[src/rtl/freq_div_pkg.sv]
// -----------------------------------------------------------------------------
// freq_div_pkg
// Shared constants and helpers for the programmable clock divider.
//   FD_W       : default width of the divisor/high-time fields and the counter
//   clamp_t    : clamped (divisor, high-time) pair plus an error flag
//   clamp_cfg  : legalises a requested (D, H) pair
// -----------------------------------------------------------------------------
package freq_div_pkg;

    localparam int unsigned FD_W = 8;

    // Fields are 32 bits wide so that one helper serves any divider width.
    // Callers zero-extend their W-bit inputs and truncate the results. This is
    // safe because a clamped value never exceeds max(D, 2).
    typedef struct packed {
        logic        err;
        logic [31:0] div;
        logic [31:0] high;
    } clamp_t;

    // The divisor must be at least 2. The high time must satisfy 1..D-1.
    // An illegal high time falls back to D/2, computed from the divisor after
    // the divisor itself has been clamped.
    function automatic clamp_t clamp_cfg(input logic [31:0] d, input logic [31:0] h);
        clamp_t r;
        r.err  = 1'b0;
        r.div  = d;
        r.high = h;
        if (d < 32'd2) begin
            r.div = 32'd2;
            r.err = 1'b1;
        end
        if ((h == 32'd0) || (h >= r.div)) begin
            r.high = r.div >> 1;
            r.err  = 1'b1;
        end
        return r;
    endfunction

endpackage

[src/rtl/freq_div_shadow.sv]
// -----------------------------------------------------------------------------
// freq_div_shadow
// Configuration path of the divider. The block captures a load request into a
// clamped shadow and holds it pending. At a period boundary it copies the
// shadow into the active registers, then pulses load_ack on the next cycle.
// Ports:
//   i_clk, i_rst_n : clock, asynchronous active-low reset
//   i_load         : 1-cycle capture request for i_div_val / i_high_val
//   i_div_val      : requested divisor
//   i_high_val     : requested high time
//   i_boundary     : current edge is a period boundary (wrap, or en low)
//   o_div_act      : active divisor
//   o_high_act     : active high time
//   o_load_ack     : 1-cycle pulse, the cycle after the new values went live
//   o_cfg_err      : sticky flag, set when a request had to be clamped
// -----------------------------------------------------------------------------
module freq_div_shadow
    import freq_div_pkg::*;
#(
    parameter int unsigned W            = FD_W,
    parameter int unsigned DEFAULT_DIV  = 4,
    parameter int unsigned DEFAULT_HIGH = 2
) (
    input  logic         i_clk,
    input  logic         i_rst_n,
    input  logic         i_load,
    input  logic [W-1:0] i_div_val,
    input  logic [W-1:0] i_high_val,
    input  logic         i_boundary,
    output logic [W-1:0] o_div_act,
    output logic [W-1:0] o_high_act,
    output logic         o_load_ack,
    output logic         o_cfg_err
);

    logic [W-1:0] r_sh_div, r_sh_high, r_div_act, r_high_act;
    logic         r_pending, r_load_ack, r_cfg_err;

    clamp_t       w_cl;
    logic [W-1:0] w_cl_div, w_cl_high;
    logic         w_apply;

    assign w_cl      = clamp_cfg(32'(i_div_val), 32'(i_high_val));
    assign w_cl_div  = W'(w_cl.div);
    assign w_cl_high = W'(w_cl.high);

    // A load that arrives exactly on a boundary goes live at that same edge,
    // so the apply condition also includes the load request itself.
    assign w_apply   = i_boundary && (r_pending || i_load);

    always_ff @(posedge i_clk or negedge i_rst_n) begin
        if (!i_rst_n) begin
            r_sh_div   <= W'(DEFAULT_DIV);
            r_sh_high  <= W'(DEFAULT_HIGH);
            r_div_act  <= W'(DEFAULT_DIV);
            r_high_act <= W'(DEFAULT_HIGH);
            r_pending  <= 1'b0;
            r_load_ack <= 1'b0;
            r_cfg_err  <= 1'b0;
        end else begin
            r_load_ack <= w_apply;
            if (i_load) begin
                // The most recent request overwrites any earlier pending one.
                r_sh_div  <= w_cl_div;
                r_sh_high <= w_cl_high;
                if (w_cl.err) r_cfg_err <= 1'b1;
            end
            if (w_apply) begin
                r_div_act  <= i_load ? w_cl_div  : r_sh_div;
                r_high_act <= i_load ? w_cl_high : r_sh_high;
                r_pending  <= 1'b0;
            end else if (i_load) begin
                r_pending  <= 1'b1;
            end
        end
    end

    assign o_div_act  = r_div_act;
    assign o_high_act = r_high_act;
    assign o_load_ack = r_load_ack;
    assign o_cfg_err  = r_cfg_err;

endmodule

[src/rtl/freq_divider_prog.sv]
// -----------------------------------------------------------------------------
// freq_divider_prog
// Runtime-programmable integer clock divider. A period lasts div_act cycles,
// and clk_out is high for the first high_act cycles of each period. A new
// configuration takes effect only at a period boundary, so clk_out never
// produces a runt pulse.
// Ports:
//   clk      : clock, rising edge
//   rst      : asynchronous reset, active low
//   en       : 1 = divide, 0 = hold counter at 0 with outputs low
//   div_val  : requested divisor (W bits)
//   high_val : requested high time (W bits)
//   load     : 1-cycle request to capture div_val / high_val
//   load_ack : 1-cycle pulse once the requested values are active
//   clk_out  : divided clock, registered
//   tick     : 1-cycle pulse on the last cycle of each period, registered
//   cfg_err  : sticky clamp indicator, cleared only by rst
// -----------------------------------------------------------------------------
module freq_divider_prog
    import freq_div_pkg::*;
#(
    parameter int unsigned W            = FD_W,
    parameter int unsigned DEFAULT_DIV  = 4,
    parameter int unsigned DEFAULT_HIGH = 2
) (
    input  logic         clk,
    input  logic         rst,
    input  logic         en,
    input  logic [W-1:0] div_val,
    input  logic [W-1:0] high_val,
    input  logic         load,
    output logic         load_ack,
    output logic         clk_out,
    output logic         tick,
    output logic         cfg_err
);

    localparam logic [W-1:0] ONE = W'(1);

    logic [W-1:0] r_cnt;
    logic         r_clk_out, r_tick;

    logic [W-1:0] w_div_act, w_high_act;
    logic         w_wrap, w_boundary;

    assign w_wrap     = (r_cnt == (w_div_act - ONE));
    // While the divider is disabled, every edge counts as a boundary. A
    // pending load therefore takes effect at the next edge.
    assign w_boundary = !en || w_wrap;

    freq_div_shadow #(
        .W            (W),
        .DEFAULT_DIV  (DEFAULT_DIV),
        .DEFAULT_HIGH (DEFAULT_HIGH)
    ) u_shadow (
        .i_clk      (clk),
        .i_rst_n    (rst),
        .i_load     (load),
        .i_div_val  (div_val),
        .i_high_val (high_val),
        .i_boundary (w_boundary),
        .o_div_act  (w_div_act),
        .o_high_act (w_high_act),
        .o_load_ack (load_ack),
        .o_cfg_err  (cfg_err)
    );

    // The outputs decode the counter before its update, which makes them
    // lag r_cnt by one cycle. When a new configuration is applied, the
    // counter restarts at 0 on the same edge.
    always_ff @(posedge clk or negedge rst) begin
        if (!rst) begin
            r_cnt     <= '0;
            r_clk_out <= 1'b0;
            r_tick    <= 1'b0;
        end else begin
            r_cnt     <= w_boundary ? '0 : (r_cnt + ONE);
            r_clk_out <= en && (r_cnt < w_high_act);
            r_tick    <= en && w_wrap;
        end
    end

    assign clk_out = r_clk_out;
    assign tick    = r_tick;

endmodule
[config.mk]
export PLATFORM = sky130hd
export DESIGN_NAME = freq_divider_prog
export DESIGN_NICKNAME = d
export VERILOG_FILES = /design/src/rtl/freq_div_pkg.sv /design/src/rtl/freq_div_shadow.sv /design/src/rtl/freq_divider_prog.sv
export SDC_FILE = /design/constraint.sdc
export NUM_CORES = 1
export LEC_CHECK = 0
export BUFFER_PORTS_ARGS = -buffer_cell sky130_fd_sc_hd__buf_2
export CAP_MARGIN = 40
export CELL_PAD_IN_SITES_DETAIL_PLACEMENT = 0
export CELL_PAD_IN_SITES_GLOBAL_PLACEMENT = 1
export CORE_ASPECT_RATIO = 1.75
export CORE_MARGIN = 8
export CORE_UTILIZATION = 50
export CTS_BUF_LIST = sky130_fd_sc_hd__clkbuf_8 sky130_fd_sc_hd__clkbuf_16
export DETAILED_ROUTE_END_ITERATION = 6
export PLACE_DENSITY = 0.95
export SETUP_SLACK_MARGIN = 0.05
export SYNTH_ARGS = -nofsm -noshare
export SYNTH_HDL_FRONTEND = slang
export SYNTH_SLANG_ARGS = --single-unit
export TNS_END_PERCENT = 30
[constraint.sdc]
create_clock -name clk -period 5.8 [get_ports clk]
set_clock_uncertainty 0.05 [all_clocks]
set_input_delay 0.29 -clock clk [delete_from_list [all_inputs] [get_ports clk]]
set_output_delay 0.29 -clock clk [all_outputs]
set_load 0.05 [all_outputs]
==> results.md <==
* Combined global-route utilization of all metal layers at 14.39%
* Launching point of the worst reg2reg path: u_shadow.o_div_act[0]
* Data required, critical path at 5.93 ns
* Max VDD drop at 0.2129 mV
* Area of the mapped netlist at 0.002514 mm2
* Pin count of the biggest net entering global routing at 33
* Met1 capacity usage during global routing at 13.97%
* Final critical path time including I/O delays and setup at 2.923 ns
* Leading cell types by total area after synthesis: sky130_fd_sc_hd__dfrtp_1, sky130_fd_sc_hd__ha_1, sky130_fd_sc_hd__mux2_2, sky130_fd_sc_hd__mux2_4, sky130_fd_sc_hd__dfstp_2
* Post-detailed-route count of antenna-violating nets at 0
* Post-synthesis sequential area ratio at between 40% and 50%
* Setup-violating endpoint count in the final report at 0
* Sum of internal, switching and leakage power at 0.001148 W
* Post-CTS Repair Setup Buffers at 0
* Iteration-0 DRC Markers at 53
* Power Density at 411.4 mW/mm2
* Sum of negative setup slack at 0 ns
* Antenna violations before repair at 0
* Primary FF master, synth: sky130_fd_sc_hd__dfrtp_1
* RD Place Congestion at 0.8679
* Normalized max-slew margin at 40.84%
* FF+latch count, synth at 45
* Die ar. at 0.007642 mm2
* Slew @ Worst Pin at 0.8845 ns
* Detail Placement HPWL at 4265 um
* Number of nets in the layout at 302
* Clock transition at the registers of the reported paths at 0.09 ns
* Number of vias in the routed layout at roughly 1900
* Switching power total at 0.0004199 W
* Worst setup slack before clock tree synthesis at about 2.9 ns
* Count of input and output buffers at 23
* Crit path launch type: flop
* Kind of path behind the tightest hold check: in -> reg
* Post-Syn Instances at about 240
* Area overhead of the layout relative to synthesis at 11.05%
* Final hold vios at 0
* Routed WL at approximately 5400 um
* Worst skew pair latency at 0.29 ns
* Area fraction of the dominant cell type after synthesis at 40.82%
* Kind of capture point of the worst setup path: flop
* TritonCTS Sinks at 45
* Vias per Instance at approximately 5.8
* Standby leakage power at between 1 and 1.5 nW
* Share of flip-flops with an asynchronous set or reset after synthesis at between 90% and 100%
* Slew Limit Fails at 0
* Status: finished clean
* Met3 capacity usage during global routing at 2.078%
* TritonCTS clock tree: done
* Critical register-to-register path endpoint: u_shadow.o_div_act[4]
* Number of synthesized flops with an enable pin at 0
* Post-synthesis net count at approximately 280
* Worst Min Path Start: high_val[7]
* Global route overflow at 0
* Std cell rows at 34
* Share of the core filled with cells at 57.06%
* Combinational fraction of design power at roughly 38%
* Final-layout fill cell count at 444
* Maximum clock insertion buffer count at 2
* Top Ports at 24
* Horizontal die dimension at 69.60 um
* Global-route wire length before repair at 8935 um
* Distinct cells, synth at 45
* Cell taking the most area after synthesis: sky130_fd_sc_hd__dfrtp_1
* Global-route track usage on met2 at 28.99%
* Unrepaired setup endpoints after global routing: false
* R2r worst-path depth at 8
* Busiest metal layer after global routing: met2
* Level count of the clock H-tree at 2
* Via count of the first global-routing pass at 1953
* Type of the worst setup path: reg -> reg
* Setup slack on the worst flop-to-flop path at 2.88 ns
* Most common cell after layout, fill and taps aside: sky130_fd_sc_hd__dfrtp_1
* Die H at 109.8 um
* Part of the power in the clock network at between 10% and 20%
* Wire length per cell after detailed routing at roughly 17 um
* Commonest cells after routing, fill and taps aside: sky130_fd_sc_hd__dfrtp_1, sky130_fd_sc_hd__nor2_1, sky130_fd_sc_hd__buf_2
* Period utilisation layout at about half
* Antenna diode instance count at 0
* Drt drc at 0
* Fraction of power spent switching nets at between 30% and 40%
* Arrival time of the worst setup path at 3.06 ns
* CTS Buf Count at 5
* Starting Density at 51.38%
* Area of the core at roughly 0.005 mm2
* Iteration count of the initial detailed-routing pass at 4
* Startpoint of the worst setup timing path: u_shadow.o_div_act[0]
* Post-synthesis average cell area at between 10 and 15 um2
* End point of the critical path: u_shadow.o_div_act[4]
* Pint at 0.0007285 W
* Warning count from the yosys run at 0
* Max_cap viols at 0
* Fmax achieved at 342.1 MHz
* Fraction of power consumed by sequential logic at 44.7%
* Buffer cell driving the clock tree root: sky130_fd_sc_hd__clkbuf_8
* Top fanout value on the critical path at 17
* Crit path setup slack, layout at roughly 2.9 ns
* Fraction of final layout cells with drive strength greater than 1 at 23.68%
-- worst max-delay path, cell delays in order, from the launching register on --
cell and delay [ns]:
sky130_fd_sc_hd__dfrtp_1 0.44, sky130_fd_sc_hd__inv_1 0.08, sky130_fd_sc_hd__ha_1 0.17, sky130_fd_sc_hd__nor3b_1 0.30, sky130_fd_sc_hd__nand4_1 0.15, sky130_fd_sc_hd__and2_0 0.19, sky130_fd_sc_hd__a22o_1 0.26, sky130_fd_sc_hd__nor3_4 0.76
sky130_fd_sc_hd__mux2_2 0.41
-- metal layers --
layer / vias up / wire [um]
li1: 895 / -
met1: 906 / 2062
met4: 0 / 167
met5: - / 0
met2: 40 / 3011
met3: 11 / 124
-- cell usage after synthesis, drive strengths merged, types with 3 or more instances --
library cell	instances
a31oi	8
nor4	4
inv	22
nor3b	4
nand4	3
xnor2	4
dfrtp	41
a21oi	6
ha	17
nand2b	4
o21ai	11
xor2	10
clkbuf	4
nor2	24
mux2	22
a21o	3
dfstp	4
nand3	11
nand2	7
-- power by group through the flow --
stage | clock network, W | registers [W] | logic [W]
2_1_floorplan | 0 | 0.000495 | 0.000352
3_3_place_gp | 0 | 0.000514 | 0.000419
4_1_cts | 0.000206 | 0.000513 | 0.000440
5_1_grt | 0.000219 | 0.000527 | 0.000486
3_5_place_dp | 0 | 0.000520 | 0.000436
6_report | 0.000201 | 0.000514 | 0.000434
-- flip-flops by register name, summed over array words and instances, names as in the netlist --
| name | cells |
|---|---|
| r_cnt | 8 |
| u_shadow.o_div_act | 8 |
| u_shadow.o_high_act | 8 |
| u_shadow.r_sh_div | 8 |
| u_shadow.r_sh_high | 8 |
| clk_out | 1 |
| tick | 1 |
| u_shadow.o_cfg_err | 1 |
| u_shadow.o_load_ack | 1 |
| u_shadow.r_pending | 1 |
-- through the flow --
stage / hold slack (ns) / area [um2] / instances
2_1_floorplan: -0.05559 / 2514 / 238
3_3_place_gp: 0.4009 / 2666 / 310
3_5_place_dp: 0.1670 / 2686 / 311
4_1_cts: 0.2429 / 2791 / 320
5_1_grt: 0.2680 / 2791 / 320
6_report: 0.2520 / 2791 / 320
-- cells by family (layout without fill, tap and decap cells) --
logic type | after synthesis | after routing | synth area share (%)
buffers and inverters | 27 | 55 | 4.480
xor gates and xnor gates | 14 | 14 | 4.878
muxes | 22 | 22 | 11.05
AOI/OAI and AO/OA | 43 | 43 | 11.10
adders and majority gates | 17 | 17 | 8.462
DFF | 45 | 45 | 45.00
and+or+nand+nor | 70 | 70 | 15.03
-- area by class of cell --
| class | count | area [um2] | area share [%] |
|---|---|---|---|
| inverters | 22 | 82.58 | 2.958 |
| repair buffers | 25 | 145.1 | 5.199 |
| flip-flops and latches | 45 | 1131 | 40.52 |
| well taps | 54 | 67.56 | 2.420 |
| clock buffers | 5 | 68.82 | 2.465 |
| multi-input cells | 166 | 1270 | 45.50 |
| clock inverters | 3 | 26.28 | 0.9413 |
-- timing repair --
| item | in CTS | in global routing |
|---|---|---|
| endpoints found under the hold margin | 12 | 0 |
| resized for setup | 0 | 0 |
| hold buffers | 1 | 0 |
-- how the worst min path moves through the flow --
stage,end,cells past startpoint,slack [ns]
6_report,u_shadow.r_sh_high[7],3,0.25
5_1_grt,u_shadow.r_sh_high[1],3,0.27
4_1_cts,u_shadow.r_sh_high[7],3,0.24
3_5_place_dp,u_shadow.r_sh_high[2],1,0.17
3_3_place_gp,u_shadow.o_cfg_err,1,0.40
2_1_floorplan,clk_out,0,-0.06
No activity file was read; power rests on OpenSTA's default activity.
